==> src/rtl/blackjack_pkg.sv <==
// Shared types and constants for the blackjack card path: shoe state encoding,
// deck geometry and the card LFSR step function.
package blackjack_pkg;

    localparam int DECK_CARDS = 52;
    localparam int RANKS      = 13;
    localparam int FACE_VALUE = 10;

    localparam int IDX_W   = 6;
    localparam int RANK_W  = 4;
    localparam int VALUE_W = 4;
    localparam int LFSR_W  = 8;

    typedef enum logic [2:0] {
        S_IDLE,
        S_CLEAR,
        S_PICK,
        S_PROBE,
        S_DELIVER
    } shoe_state_t;

    // Fibonacci step for x^8+x^6+x^5+x^4+1 (maximal length, period 255)
    function automatic logic [LFSR_W-1:0] lfsr_next(input logic [LFSR_W-1:0] l);
        return {l[LFSR_W-2:0], l[7] ^ l[5] ^ l[4] ^ l[3]};
    endfunction

endpackage

==> src/rtl/card_lfsr.sv <==
// Free-running 8-bit LFSR used as the card candidate source; reloads SEED on reset.
module card_lfsr
    import blackjack_pkg::*;
#(
    parameter logic [LFSR_W-1:0] SEED = 8'hA5
) (
    input  logic              i_clk,
    input  logic              i_rst,
    output logic [LFSR_W-1:0] o_lfsr
);

    logic [LFSR_W-1:0] r_lfsr;

    always_ff @(posedge i_clk or posedge i_rst) begin
        if (i_rst) begin
            r_lfsr <= SEED;
        end else begin
            r_lfsr <= lfsr_next(r_lfsr);
        end
    end

    assign o_lfsr = r_lfsr;

endmodule

==> src/rtl/card_shoe.sv <==
// Single-deck card shoe: answers card requests with a non-repeating card
// drawn by LFSR candidate plus linear probe over the dealt bitmap.
module card_shoe
    import blackjack_pkg::*;
#(
    parameter int          DECK_CARDS     = 52,
    parameter logic [7:0]  LFSR_SEED      = 8'hA5,
    parameter bit          AUTO_RESHUFFLE = 1'b1
) (
    input  logic         CLOCK_50,
    input  logic         reset,
    input  logic         card_req,
    input  logic         shuffle,
    output logic         card_ready,
    output logic         card_valid,
    output logic [5:0]   card_index,
    output logic [3:0]   card_rank,
    output logic [3:0]   card_value,
    output logic [5:0]   cards_left,
    output logic         reshuffled
);

    logic [LFSR_W-1:0]     w_lfsr;
    logic [1:0]            w_unused_lfsr_hi;
    logic [IDX_W-1:0]      w_cand;
    logic [IDX_W-1:0]      w_rem;
    logic [RANK_W-1:0]     w_rank;
    logic [VALUE_W-1:0]    w_value;
    logic                  w_ready;

    shoe_state_t           r_state;
    logic [DECK_CARDS-1:0] r_dealt;
    logic [IDX_W-1:0]      r_left;
    logic [IDX_W-1:0]      r_ptr;
    logic                  r_pending;
    logic                  r_valid;
    logic [IDX_W-1:0]      r_idx;
    logic [RANK_W-1:0]     r_rank;
    logic [VALUE_W-1:0]    r_value;
    logic                  r_resh;

    card_lfsr #(
        .SEED (LFSR_SEED)
    ) u_lfsr (
        .i_clk  (CLOCK_50),
        .i_rst  (reset),
        .o_lfsr (w_lfsr)
    );

    assign w_unused_lfsr_hi = w_lfsr[7:6];

    // Fold the 6-bit candidate 52..63 back onto 0..11
    assign w_cand = (w_lfsr[5:0] >= 6'(DECK_CARDS)) ? (w_lfsr[5:0] - 6'(DECK_CARDS))
                                                    : w_lfsr[5:0];

    always_comb begin
        w_rem = r_ptr;
        if (r_ptr >= 6'(3 * RANKS)) begin
            w_rem = r_ptr - 6'(3 * RANKS);
        end else if (r_ptr >= 6'(2 * RANKS)) begin
            w_rem = r_ptr - 6'(2 * RANKS);
        end else if (r_ptr >= 6'(RANKS)) begin
            w_rem = r_ptr - 6'(RANKS);
        end
        w_rank  = 4'(w_rem + 6'd1);
        w_value = (w_rank >= 4'(FACE_VALUE)) ? 4'(FACE_VALUE) : w_rank;
    end

    assign w_ready = (r_state == S_IDLE) && !shuffle &&
                     ((r_left != '0) || AUTO_RESHUFFLE);

    always_ff @(posedge CLOCK_50 or posedge reset) begin
        if (reset) begin
            r_state   <= S_IDLE;
            r_dealt   <= '0;
            r_left    <= 6'(DECK_CARDS);
            r_ptr     <= '0;
            r_pending <= 1'b0;
            r_valid   <= 1'b0;
            r_idx     <= '0;
            r_rank    <= '0;
            r_value   <= '0;
            r_resh    <= 1'b0;
        end else begin
            r_valid <= 1'b0;
            r_resh  <= 1'b0;
            case (r_state)
                S_IDLE: begin
                    if (shuffle) begin
                        r_pending <= 1'b0;
                        r_state   <= S_CLEAR;
                    end else if (card_req && w_ready) begin
                        if (r_left == '0) begin
                            r_pending <= 1'b1;
                            r_state   <= S_CLEAR;
                        end else begin
                            r_state <= S_PICK;
                        end
                    end
                end
                S_CLEAR: begin
                    r_dealt   <= '0;
                    r_left    <= 6'(DECK_CARDS);
                    r_resh    <= 1'b1;
                    r_pending <= 1'b0;
                    r_state   <= r_pending ? S_PICK : S_IDLE;
                end
                S_PICK: begin
                    r_ptr   <= w_cand;
                    r_state <= S_PROBE;
                end
                S_PROBE: begin
                    if (!r_dealt[r_ptr]) begin
                        r_dealt[r_ptr] <= 1'b1;
                        r_left         <= r_left - 6'd1;
                        r_idx          <= r_ptr;
                        r_rank         <= w_rank;
                        r_value        <= w_value;
                        r_valid        <= 1'b1;
                        r_state        <= S_DELIVER;
                    end else begin
                        r_ptr <= (r_ptr == 6'(DECK_CARDS - 1)) ? '0 : (r_ptr + 6'd1);
                    end
                end
                S_DELIVER: begin
                    r_state <= S_IDLE;
                end
                default: begin
                    r_state <= S_IDLE;
                end
            endcase
        end
    end

    assign card_ready = w_ready;
    assign card_valid = r_valid;
    assign card_index = r_idx;
    assign card_rank  = r_rank;
    assign card_value = r_value;
    assign cards_left = r_left;
    assign reshuffled = r_resh;

endmodule

==> config.mk <==
export PLATFORM = sky130hd
export DESIGN_NAME = card_shoe
export DESIGN_NICKNAME = d
export VERILOG_FILES = /design/src/rtl/blackjack_pkg.sv /design/src/rtl/card_lfsr.sv /design/src/rtl/card_shoe.sv
export SDC_FILE = /design/constraint.sdc
export NUM_CORES = 1
export LEC_CHECK = 0
export ABC_AREA = 1
export BUFFER_PORTS_ARGS = -buffer_cell sky130_fd_sc_hd__buf_2
export CORE_MARGIN = 4
export CORE_UTILIZATION = 57
export DETAILED_ROUTE_END_ITERATION = 8
export MAX_ROUTING_LAYER = met4
export PLACE_DENSITY = 0.84
export SLEW_MARGIN = 10
export SYNTH_ARGS = -nofsm -noshare
export SYNTH_HDL_FRONTEND = slang
export SYNTH_SLANG_ARGS = --single-unit
==> constraint.sdc <==
create_clock -name CLOCK_50 -period 3 [get_ports CLOCK_50]
set_clock_uncertainty 0.05 [all_clocks]
set_input_delay 0.3 -clock CLOCK_50 [delete_from_list [all_inputs] [get_ports CLOCK_50]]
set_output_delay 0.3 -clock CLOCK_50 [all_outputs]
set_load 0.02 [all_outputs]
After elaboration in Yosys (flattened, before gate mapping)
Index checks and enable logic that the tools add are counted.
W data, S select, Z words.
- input port bits: 4
- output and inout port bits: 23
- word-level logic and storage cells: 81
- register bits: 92
- add/subtract/negate cells: 7
- bitwise gates (word level): 5
- muxes and demuxes: 29
- reductions and logical operators: 14
- order comparisons: 7
- eq/ne operators: 8
- operators with widths (kind ; number):
    $pmux W52 S2 ; 1
    $mux W52 ; 1
    $or A52 B52 Y52 ; 1
    $mux W6 ; 4
    $pmux W6 S2 ; 2
    $mux W4 ; 4
    $ge A6 B6 Y1 const B ; 2
    $pmux W3 S4 ; 1
    $mux W3 ; 3
    $mux W1 ; 8
    $reduce_and A2 Y1 ; 4
    $sub A4 B4 Y4 const B ; 2
    $lt A6 B7 Y1 const B ; 1
    $add A6 B1 Y6 const B ; 1
    $bmux W1 S6 ; 1
    $demux W1 S6 ; 1
    $eq A3 B2 Y1 const B ; 2
    $eq A6 B6 Y1 const B ; 1
    $ge A6 B1 Y1 const B ; 1
    $ge A6 B4 Y1 const B ; 1
    $ge A6 B5 Y1 const B ; 1
    $logic_not A6 Y1 ; 1
    $ne A3 B2 Y1 const B ; 2
    $reduce_bool A2 Y1 ; 3
    15 further kinds ; 21

Depth between registers and ports, before layout
- depth after elaboration: 7
- mapped depth: 19
- gate-level depth less buffers: 18

By module
Synthesis repeated with hierarchy kept, for this count alone.
- cell total of the unflattened synthesis: 802
- area total of the unflattened synthesis: 5555.3 µm²
- modules (own cells, without submodules) (module ; instances ; seq. area each (µm²) ; area each (µm²) ; cells each):
    card_shoe ; 1 ; 2105.8 ; 5282.6 ; 778
    card_lfsr ; 1 ; 205.2 ; 272.8 ; 24

Worst setup path after synthesis
OpenSTA, ideal clock, no wires.
- path kind: flip-flop to flip-flop
- start: reg r_ptr[1]
- end: reg r_value[1], in the netlist card_value[1]
- required time: 2.833 ns
- setup time: 0.117 ns
- arrival time: 2.104 ns
- stages on the path, launching flop included: 17
- buffers on the path: 1
- slack: 0.729 ns
- clock period less this slack: 2.271 ns
- path through: dfrtp_1 > inv_2 > buf_4 > ha_1 > nand2_1 > nand2_1 > nand2_1 > nand3_1 > nand2_1 > nand2_1 > nand2_1 > inv_1 > ha_1 > nor2_1 > nand3_1 > nand3_1 > nand2_1
- cells in the longest elaborated chain, start to end: 7
- elaborated cells on any way between the ends: 16
- classes of those cells: add/sub (4); order compare (4); mux (6); bitwise (1); reduce/logical (1)
- RTL lines (item ; RTL line ; text):
    start, declared ; card_shoe.sv:34 ; logic [IDX_W-1:0] r_ptr;
    start signal, assigned ; card_shoe.sv:109 ; r_ptr <= w_cand;
    start signal, assigned ; card_shoe.sv:122 ; r_ptr <= (r_ptr == 6'(DECK_CARDS - 1)) ? '0 : (r_ptr + 6'd1);
    $ge A6 B4 Y1 or $sub A4 B4 Y4 (tied branches) ; card_shoe.sv:62, card_shoe.sv:63 ;
    $mux W4 ; card_shoe.sv:62 ; end else if (r_ptr >= 6'(RANKS)) begin
    $mux W4 ; card_shoe.sv:60 ; end else if (r_ptr >= 6'(2 * RANKS)) begin
    $mux W4 (*) ; card_shoe.sv:58 ; if (r_ptr >= 6'(3 * RANKS)) begin
    $add A4 B1 Y4 (*) ; card_shoe.sv:65 ; w_rank = 4'(w_rem + 6'd1);
    net w_rank[1] ; card_shoe.sv:27 ; logic [RANK_W-1:0] w_rank;
    $ge A4 B4 Y1 ; card_shoe.sv:66 ; w_value = (w_rank >= 4'(FACE_VALUE)) ? 4'(FACE_VALUE) : w_rank;
    $mux W4 (*) ; card_shoe.sv:66 ;
    end signal, assigned ; card_shoe.sv:118 ; r_value <= w_value;
    end, declared ; card_shoe.sv:39 ; logic [VALUE_W-1:0] r_value;
The timed path passes the listed nets; every way through them passes the cells marked *. The select of a mux whose other input is x is not followed.
A chain may end at the register's enable or synchronous reset.

Worst setup path in the final report
- start: reg r_ptr[1]
- end: reg r_dealt[15]
- cells in the longest elaborated chain, start to end: 7
- elaborated cells on any way between the ends: 12
- classes of those cells: order compare (2); eq/ne (1); mux (6); bitwise (1); reduce/logical (2)
- RTL lines (item ; RTL line ; text):
    $lt A6 B7 Y1 (not written as such) or $ge A6 B1 Y1 (tied branches) ; card_shoe.sv:114 ; r_dealt[r_ptr] <= 1'b1;
    $logic_and A1 B1 Y1 (not written as such) ; card_shoe.sv:114 ;
    $mux W1 (not written as such) ; card_shoe.sv:114 ;
    $demux W1 S6 ; card_shoe.sv:114 ;
    $or A52 B52 Y52 (no line) ; -- ;
    $mux W52 ; card_shoe.sv:113 ; if (!r_dealt[r_ptr]) begin
    $pmux W52 S2 ; card_shoe.sv:87 ; case (r_state)
    end signal, assigned ; card_shoe.sv:75 ; r_dealt <= '0;
    end signal, assigned ; card_shoe.sv:102 ; r_dealt <= '0;
    end signal, assigned by index ; card_shoe.sv:114 ;
    end, declared ; card_shoe.sv:32 ; logic [DECK_CARDS-1:0] r_dealt;
Several ways; a longest one is shown, not always the timed one. The select of a mux whose other input is x is not followed.

==> summary.txt <==
Yosys
  – EDFF count, synth: 0
  – Fraction of registers with async set/reset: 100%
  – Post-synthesis cell area: 0.00548 mm^2
  – Dominant cells by area after synthesis: dfrtp_1 (39%), nand2_1 (20%), inv_1 (6.6%), o21ai_0 (5.8%), nand4_1 (4.9%)
  – #FFs+latches synth: 92
  – Top_reg_cell synth: dfrtp_1
  – Synth area leader: dfrtp_1
  – Post-Syn Instances: slightly below 800
  – Ys Warns: 0
  – Sequential share of the synthesized area: 42.2%
  – Synthesized area per cell: 7.03 um^2
  – Top cell type's share of synthesized area: 38.8%
  – Syn_nets: 799
  – Post-synth cell types: 31

Power
  – Seq pwr share: 34.8%
  – Clock power frac: a little over a fifth
  – Sw Pwr: approximately 2 mW
  – Switch share: 46.3%
  – Pwr dens: 724 mW/mm^2
  – Gate power share: 44.3%
  – Leakage: 3.23 nW
  – Total Power: 4.27 mW
  – Peak supply drop: 711 uV
  – Cell Int Power: 2.29 mW

Floorplanning
  – Die H: about 110 um
  – Total core area: slightly above 0.009 mm^2
  – Die area: 0.0112 mm^2
  – Initial Utilization: 59.0%
  – Die width: around 110 um
  – Num ports: 27
  – FP Rows: 35

Global routing
  – Largest net degree at the start of global routing: 49
  – Tot GR Track Use: 27.0%
  – Vias in the first global route: 4903
  – Grt ovf: 0
  – First-pass GRT wire length: 23.9 mm
  – Initial antenna violation count: 0

Timing
  – Max Transition Viols Final: 0
  – Worst slew margin: 60.2%
  – Setup tns final: 0 ps
  – Achievable Freq: 0.368 GHz
  – Final Cycle Share: about 91%
  – Crit path time final: 2720 ps
  – RSZ-0062 raised after global routing: no
  – Final setup violation count: 0
  – Final hold violations: 0
  – Tightest Pin Transition: 596 ps

Routing
  – Drt pass-1 iters: 6
  – 1st-iter DRT viols: 319
  – Drt via density: 5.56
  – Routed vias: slightly above 5000
  – Total wire length: 14.0 mm
  – DRT antenna net count: 0
  – Wirelength per Cell: 15.1 um
  – DRC: 0

Layout
  – Layout overhead on the synthesized area: 7.53%
  – Layout cells sized above 1: 9.39%
  – ANT cells: 0
  – # nets final: 813

Hold path
  – Hold Path Sink: r_pending
  – WHS Path Cells: 2
  – Hold Path Class: primary input to register
  – Min-Delay Startpoint: shuffle

Setup path
  – CP endpoint kind: register
  – CP cell instances: inv_2 > nand3_1 > nand2_1 > nand2_1 > nand2_1 > nor2_1 > nor2_1 > nor2_2 > nand2_2 > nand2_2 > nand2_2 > buf_4 > nand2_1 > nand2_1
  – Setup CP Type: register to register
  – Crit path DAT: 2980 ps
  – Critical R2R Launch: r_ptr[1]
  – Worst Setup Start Kind: register
  – CP Data Required Time: 3260 ps
  – RR Endpoint: r_dealt[15]
  – Setup slack, reg-to-reg: 280 ps
  – CP Max Fanout: 48
  – FF-to-FF path depth: 14
  – CP dominant cell by count: nand2_1
  – Crit-path max cell delay: 530 ps
  – CP max-delay cell: dfrtp_1

Place
  – Port bufs: 26
  – Placer congestion estimate: 0.973
  – Hpwl dp: 9.55 mm

Clocking
  – CTS root buffer: clkbuf_8
  – CTS tree: done
  – Max Root-Sink Buffers: 2
  – Clk sinks: ~90
  – CTS Buf Count: 9
  – CTS HTree Levels: 3
  – Clock Latency Late Sink: 370 ps
  – Worst-path clk slew: 100 ps
  – Post_cts resized: 0

Flow run
  – Max cap viols: 0

Run status
  – Status: finished, final reports clean
## final cells by class
class	count	area (um^2)
multi-input cells	555	2600
flip-flops and latches	92	2310
clock inverters	7	82.6
well taps	129	161
clock buffers	9	124
inverters	99	375
fillers	839	3390
repair buffers	37	240
## what timing repair did
item	in CTS	in global routing
hold buffers	1	0
hold endpoints to repair	28	0
buffers inserted	0	0
## registers in the layout (all words and copies together) (netlist names)
| signal | cells |
|---|---|
| card_valid | 1 |
| r_dealt | 52 |
| card_value | 4 |
| u_lfsr.o_lfsr | 8 |
| card_index | 6 |
| r_ptr | 6 |
| reshuffled | 1 |
| r_state | 3 |
| cards_left | 6 |
| r_pending | 1 |
| card_rank | 4 |
## kinds of logic after synthesis
kind of cell	synth area share (%)
XOR/XNOR	1.28
AND/OR/NAND/NOR	34.3
AO/OA/AOI/OAI	8.35
flip-flops	42.2
buffers and inverters	10.5
adder cells (fa/ha/maj)	3.42
## worst max path at each step
stage / from / to / slack (ps) / cells past startpoint
2_1_floorplan: reset / card_index[0] / 270 / 1
4_1_cts: r_ptr[1] / r_dealt[15] / 330 / 14
5_1_grt: r_ptr[1] / r_dealt[0] / 20 / 14
3_3_place_gp: r_ptr[1] / card_value[1] / 400 / 16
3_5_place_dp: r_ptr[1] / r_dealt[15] / 350 / 14
6_report: r_ptr[1] / r_dealt[15] / 280 / 14
## layout by cell type, fill, tap and decap left out, types with 3 or more instances in the layout
cell	count
nand4_1	43
nand2_1	297
inv_1	95
nor2_2	5
a21oi_1	9
nand2_2	3
o22ai_1	6
clkbuf_8	9
ha_1	15
or2_2	3
dfstp_2	7
buf_2	26
xnor2_1	3
buf_4	8
dfrtp_1	85
nor2_1	39
xor2_1	5
nand3_1	53
o21ai_0	64
## power groups by stage
stage	clock network [mW]	logic, mW	registers, mW
6_report	0.893	1.89	1.48
2_1_floorplan	0	1.36	1.57
3_5_place_dp	0	1.88	1.50
5_1_grt	0.961	2.10	1.50
4_1_cts	0.908	1.89	1.48
3_3_place_gp	0	1.83	1.50
## cells in the mapped netlist, types with 6 or more instances
master    count
a21oi_1       9
buf_2        12
clkbuf_1     12
dfrtp_1      85
dfstp_2       7
ha_1         15
inv_1        96
nand2_1     297
nand3_1      53
nand4_1      43
nor2_1       40
o21ai_0      64
o22ai_1       6
## metal layers
metal,routed length (um),vias to the layer above,GRT usage [%]
met1,6270,2451,35.6
li1,-,2506,-
met4,306,0,8.88
met5,0,-,-
met3,756,36,5.16
met2,6690,167,42.3
## through the flow
step	instances	util [%]	hold WS [ps]	setup WS [ps]	instance area [um^2]
4_1_cts	928	63.5	79.1	326	5890
5_1_grt	928	63.5	85.1	16.4	5890
2_1_floorplan	780	-	283	270	5480
6_report	928	63.5	82.8	279	5890
3_3_place_gp	911	61.2	294	396	5680
3_5_place_dp	911	61.2	291	351	5680
## worst max-delay path, delay by kind of cell, from the launching register on
family | cells | cell delay, ps
buffers and inverters | 2 | 850
AND/OR/NAND/NOR | 12 | 1190
flip-flops | 1 | 530
(Power assumes the default switching activity.)
